**src/rtl/nibble_serial_adder_arbiter.sv**
```systemverilog
// Two-requester round-robin front end sharing one 4-bit ripple adder slice.
// Each accepted add/subtract runs LSB nibble first through a registered carry.
module nibble_serial_adder_arbiter #(
    parameter int WIDTH = 16
) (
    input  logic             clk,
    input  logic             rst,
    input  logic             req0_valid,
    output logic             req0_ready,
    input  logic [WIDTH-1:0] req0_A,
    input  logic [WIDTH-1:0] req0_B,
    input  logic             req0_Cin,
    input  logic             req0_sub,
    input  logic             req1_valid,
    output logic             req1_ready,
    input  logic [WIDTH-1:0] req1_A,
    input  logic [WIDTH-1:0] req1_B,
    input  logic             req1_Cin,
    input  logic             req1_sub,
    output logic             resp_valid,
    input  logic             resp_ready,
    output logic [WIDTH-1:0] resp_Sum,
    output logic             resp_Cout,
    output logic             resp_Ovf,
    output logic             resp_id,
    output logic             busy
);
    localparam int NIBBLES = WIDTH / 4;
    localparam int NW      = (NIBBLES > 1) ? $clog2(NIBBLES) : 1;
    localparam logic [NW-1:0] LAST = NW'(NIBBLES - 1);

    typedef enum logic [1:0] {IDLE, RUN, DONE} state_t;

    state_t           state_q, state_d;
    logic             rr_last_q, rr_last_d;
    logic             carry_q, carry_d;
    logic [NW-1:0]    nib_q, nib_d;
    logic [WIDTH-1:0] a_q, a_d;
    logic [WIDTH-1:0] b_q, b_d;
    logic [WIDTH-1:0] sum_q, sum_d;
    logic             ovf_q, ovf_d;
    logic             id_q, id_d;

    logic             grant0, grant1, sel, sel_sub;
    logic [3:0]       a_nib, b_nib, s_nib;
    logic [4:0]       c;

    // Readies are suppressed while reset is held so nothing is accepted then.
    always_comb begin
        grant0 = (state_q == IDLE) && !rst && req0_valid && (!req1_valid || rr_last_q);
        grant1 = (state_q == IDLE) && !rst && req1_valid && (!req0_valid || !rr_last_q);
    end

    always_comb begin
        a_nib = a_q[{nib_q, 2'b00} +: 4];
        b_nib = b_q[{nib_q, 2'b00} +: 4];
        c     = '0;
        s_nib = '0;
        c[0]  = carry_q;
        for (int i = 0; i < 4; i++) begin
            s_nib[i] = a_nib[i] ^ b_nib[i] ^ c[i];
            c[i+1]   = (a_nib[i] & b_nib[i]) | (c[i] & (a_nib[i] ^ b_nib[i]));
        end
    end

    always_comb begin
        state_d   = state_q;
        rr_last_d = rr_last_q;
        carry_d   = carry_q;
        nib_d     = nib_q;
        a_d       = a_q;
        b_d       = b_q;
        sum_d     = sum_q;
        ovf_d     = ovf_q;
        id_d      = id_q;
        sel       = grant1;
        sel_sub   = sel ? req1_sub : req0_sub;
        case (state_q)
            IDLE: begin
                if (grant0 || grant1) begin
                    a_d       = sel ? req1_A : req0_A;
                    b_d       = sel_sub ? ~(sel ? req1_B : req0_B) : (sel ? req1_B : req0_B);
                    carry_d   = sel_sub ? 1'b1 : (sel ? req1_Cin : req0_Cin);
                    id_d      = sel;
                    rr_last_d = sel;
                    nib_d     = '0;
                    state_d   = RUN;
                end
            end
            RUN: begin
                sum_d[{nib_q, 2'b00} +: 4] = s_nib;
                carry_d = c[4];
                if (nib_q == LAST) begin
                    // Carry into vs. out of the sign bit flags signed overflow.
                    ovf_d   = c[3] ^ c[4];
                    state_d = DONE;
                end else begin
                    nib_d = nib_q + 1'b1;
                end
            end
            DONE: begin
                if (resp_ready) state_d = IDLE;
            end
            default: state_d = IDLE;
        endcase
    end

    always_ff @(posedge clk or posedge rst) begin
        if (rst) begin
            state_q   <= IDLE;
            rr_last_q <= 1'b1;
            carry_q   <= 1'b0;
            nib_q     <= '0;
            a_q       <= '0;
            b_q       <= '0;
            sum_q     <= '0;
            ovf_q     <= 1'b0;
            id_q      <= 1'b0;
        end else begin
            state_q   <= state_d;
            rr_last_q <= rr_last_d;
            carry_q   <= carry_d;
            nib_q     <= nib_d;
            a_q       <= a_d;
            b_q       <= b_d;
            sum_q     <= sum_d;
            ovf_q     <= ovf_d;
            id_q      <= id_d;
        end
    end

    assign req0_ready = grant0;
    assign req1_ready = grant1;
    assign resp_valid = (state_q == DONE);
    assign resp_Sum   = sum_q;
    assign resp_Cout  = carry_q;
    assign resp_Ovf   = ovf_q;
    assign resp_id    = id_q;
    assign busy       = (state_q != IDLE);

endmodule

```
**config.mk**
```make
export PLATFORM = sky130hd
export DESIGN_NAME = nibble_serial_adder_arbiter
export DESIGN_NICKNAME = d
export VERILOG_FILES = /design/src/rtl/nibble_serial_adder_arbiter.sv
export SDC_FILE = /design/constraint.sdc
export NUM_CORES = 1
export LEC_CHECK = 0
export CAP_MARGIN = 20
export CORE_MARGIN = 2
export CORE_UTILIZATION = 51
export CTS_CLUSTER_DIAMETER = 150
export DETAILED_ROUTE_END_ITERATION = 10
export GPL_ROUTABILITY_DRIVEN = 1
export PLACE_DENSITY_LB_ADDON = 0.12
export REMOVE_ABC_BUFFERS = 1
export SLEW_MARGIN = 10
export SYNTH_ARGS = -nofsm -noshare
export SYNTH_HDL_FRONTEND = slang
export SYNTH_SLANG_ARGS = --single-unit
```
**constraint.sdc**
```tcl
create_clock -name clk -period 8.5 [get_ports clk]
set_input_delay 1.7 -clock clk [delete_from_list [all_inputs] [get_ports clk]]
set_output_delay 1.7 -clock clk [all_outputs]
set_load 0.05 [all_outputs]
```
# Word level (Yosys, flattened, before mapping)
# Cells that the tools add are included.
# word_totals
out_inout_bits	23
latchBits	0
ramBits	0
mem_count	0
input_bits	73
regBits	56
rom_bits	0
word_cells	80
# op_classes
n_bitwise	22
n_mul	0
n_mux	16
n_eq_ne	7
add_sub_neg	2
n_div	0
order_cmp	0
n_reduce_logical	20
shift	4
# ops
op	n
two-way mux 16 bit	3
indexed part select 16 x 5 -> 4 bit	2
bitwise mux 16 bit	1
inverter 16 bit	1
variable shift 4 x 6 -> 16 bit (first input constant)	1
indexed part select 4 x 6 -> 16 bit	1
two-way mux 2 bit	5
bitwise XOR 1 bit	9
bitwise AND 1 bit	8
negation 4 -> 6 bit	1
case mux 2 bit (3 select lines)	1
AND reduction 2 bit	3
AND reduction 3 bit	2
logical AND 1 bit	5
equality test 2 bit (second input constant)	2
zero test 1 bit	4
two-way mux 1 bit	4
inequality test 2 x 1 -> 1 bit (second input constant)	2
inequality test 2 bit (second input constant)	2
bitwise OR 1 bit	4
case mux 2 bit (2 select lines)	1
nonzero test 2 bit	2
logical OR 1 bit	3
adder 2 x 1 -> 2 bit (second input constant)	1
3 further kinds	3

# Longest topological paths before layout
# depth
depth_word	11
mapped_depth	12
depth_no_buf	11

# Worst setup path before layout
# No wires, ideal clock.
# synth_path
path_type	input -> output
start	input req1_valid
end	output req1_ready
t_required_ns	6.800
cell_stages	4
arrival_ns	2.547
path_slack_ns	4.253
n_path_buf	1
path_cell_list	a21boi_2 > nand2_2 > buf_6 > inv_1
# synth_between
elab_chain_len	2
# synth_lines
element	line_no	rtl
start: declaration	14	input logic req1_valid,
logical AND 1 bit (2 in series)	51	grant1 = (state_q == IDLE) && !rst && req1_valid && (!req0_valid || !rr_last_q);
end: declaration	15	output logic req1_ready,
# No other way between the ends.

# Worst setup path in the final report
# Same ends and word-level chain as after synthesis.

==> qor.csv <==
metric,value,unit
status,"complete, no violations",
numClockSinks,56,
via_per_inst,5.20,
synth-simple-area-share,10.8,%
grt_max_degree,69,
grt_overflow,0,
tns,0,ns
dieArea,6950,um2
crit_required,6.80,ns
rows,28,
p_int,739,uW
synth_compound_gate_area_share,10.8,%
min-delay-path-class,reg -> reg,
path_max_fanout,35,
crit_type,in -> out,
rsz0062_at_grt,false,
power_density,317,nW/um2
synthArstFlopShare,100,%
layout.nets,479,
hpwl,4890,um
ir_worst_vdd,0.195,mV
ys_top_cells_by_count,"nand2_1 (62), dfrtp_1 (55), o21ai_0 (35)",
first_global_vias,2404,
crit_slowest_cell,clkdlybuf4s50_1,
first_pass_iters,4,
crit_path_end_kind,output port,
synth_fa_ha_area_share,4.83,%
ys.warnings.count,0,
drt-wirelength-per-cell,14.0,um
drv_slew,0,
route.detailed.drc,0,
timing.final.crit_share,68.4,%
crit_chain,clkdlybuf4s50_1 > a21boi_2 > nand2_2 > inv_1 > clkdlybuf4s50_1,
fin_util,70.8,%
design.core.area,5990,um2
fin_skew,0.00705,ns
synth_ff_type,dfrtp_1,
track_usage,19.9,%
synth_area_leaders,"dfrtp_1 (43%), mux2i_1 (10%), xor2_1 (9.0%)",
die_height,83.3,um
syn_inst,311,
cts-root-buf,clkbuf_8,
syn_area,3210,um2
cts_setup_buffers,0,
yosys.area_share.xor_xnor,9.00,%
worst_path_most_repeated_cell,clkdlybuf4s50_1,
synth_edf_count,0,
cts_tree,yes,
clock_path_buffers,2,
gp_congestion,0.788,
pin_count,96,
diodes,0,
relSlewSlack,31.5,%
place_inst,464,
layout-drive-gt1-share,5.81,%
synth_top_family_by_area,multiplexers,
avgSynthCellArea,10.3,um2
synth_cell_types,32,
synth_mux_area_share,15.6,%
worstSkewPairLatency,0.30,ns
post-synth-top-area-fraction,42.9,%
ys_ff_latch,56,
chipWidth,83.3,um
setup_viol,0,
start_kind,input port,
switching_power,606,uW
htree_levels,2,
pwr-share-comb,55.2,%
grt_pass1_wl,11200,um
antenna_found_initial,0,
clkTransAtPathRegs,0.09,ns
hold_violations,0,
synth-seq-area-share,43.7,%
tightest_slew,1.02,ns
area_growth,32.1,%
cts_hold_buffers,0,
vias,2450,
fmax,172,MHz
p_sw_share,45.1,%
report.power.total,1.35,mW
cp_slowest_stage_delay,0.83,ns
final_cell_count_no_fill,471,
yosys.area.top_type,dfrtp_1,
pwr-share-clk,10.0,%
seqPwrFrac,34.7,%
cts_buffers,5,
maxCapViolCount,0,
drt.antenna.violating_nets,0,
drt-initial-drc-count,115,
period_minus_slack,5.82,ns
leakage,2.04,nW
post_cts_resized,0,
port_buffers,95,
crit_arrival,4.12,ns
drt-total-wl,6570,um
initial_core_util,53.6,%
post-synth-top-count-cell,nand2_1,
final cells by class:
cell class,instances,area [um2]
Tap cell,75,93.8
Fill cell,483,1750
Multi-Input combinational cell,221,1650
Inverter,15,56.3
Clock buffer,6,72.6
Clock inverter,1,5.00
Timing Repair Buffer,97,966
Sequential cell,56,1400
through the flow:
step	hold slack [ns]	setup WS (ns)	cell area, um2
after floorplan	0.445	3.90	3100
after global placement	0.456	2.71	4160
after detailed placement	0.462	2.64	4160
after CTS	0.483	2.63	4240
after global routing	0.501	2.48	4240
final	0.479	2.68	4240
logic make-up (layout without fill, tap and decap cells):
logic type      count (synthesis)  count (layout)
xor+xnor                       33              33
simple gates                   81              81
buf+inv                        34             119
fa+ha+maj                      10              10
mux                            40              40
flops                          56              56
compound gates                 57              57
path summary, 6_finish.rpt:
| check | cells after the start | slack (ns) | endpoint | startpoint |
|---|---|---|---|---|
| min in group asynchronous | 3 | 2.00 | resp_id | rst |
| worst min register to register | 2 | 0.48 | resp_Sum[8] | resp_Sum[8] |
| worst max register to register | 11 | 4.97 | resp_Sum[15] | nib_q[0] |
| max in group asynchronous | 3 | 6.04 | a_q[11] | rst |
| worst min-delay path | 2 | 0.48 | resp_Sum[8] | resp_Sum[8] |
| worst max-delay path | 5 | 2.68 | req1_ready | req1_valid |
layout by cell type (no fill, tap or decap):
cell              n
ha_1              6
nand4_1           1
o41ai_1           6
nor3_1            1
mux2i_1          32
clkdlybuf4s50_1  95
nor2b_1           2
a21oi_1           1
nor3_4            1
clkinv_2          1
dfrtp_1          55
clkbuf_8          5
o31ai_1           6
fa_1              4
nand2b_1          5
a22oi_1           1
o21ai_0          35
mux4_2            8
inv_2             1
buf_4             2
nand3_1           3
nand2_1          62
a22o_1            2
xor2_1           33
a21boi_2          1
or2_2             1
inv_1            14
a211o_1           1
nand2_2           1
dfstp_2           1
o21ai_1           3
nor2_1            4
clkbuf_1          1
o21ai_4           1
power groups by stage:
stage	Combinational, mW	Clock (mW)	Sequential [mW]
2_1_floorplan	0.430	0	0.545
3_3_place_gp	0.736	0	0.469
3_5_place_dp	0.751	0	0.475
4_1_cts	0.754	0.141	0.469
5_1_grt	0.825	0.152	0.486
6_report	0.743	0.135	0.467
worst max-delay path, delay by kind of cell:
kind | cells | cell delay [ns]
buffers and inverters | 3 | 1.57
and+or+nand+nor | 1 | 0.59
AOI/OAI and AO/OA | 1 | 0.25
per-layer routing:
metal  vias to the layer above  share of wire [%]  track usage, %
met5                         -                  0               0
met4                         0                1.4            5.96
met3                         8                4.2            3.68
met2                        70                 50            34.3
met1                      1145                 44            25.6
li1                       1227                  -               -
flip-flops by register name, summed over array words and instances (netlist names):
signal     cells
resp_id        1
a_q           16
state_q        2
rr_last_q      1
nib_q          2
resp_Ovf       1
resp_Cout      1
b_q           16
resp_Sum      16
Power figures use the tool's default switching activity.
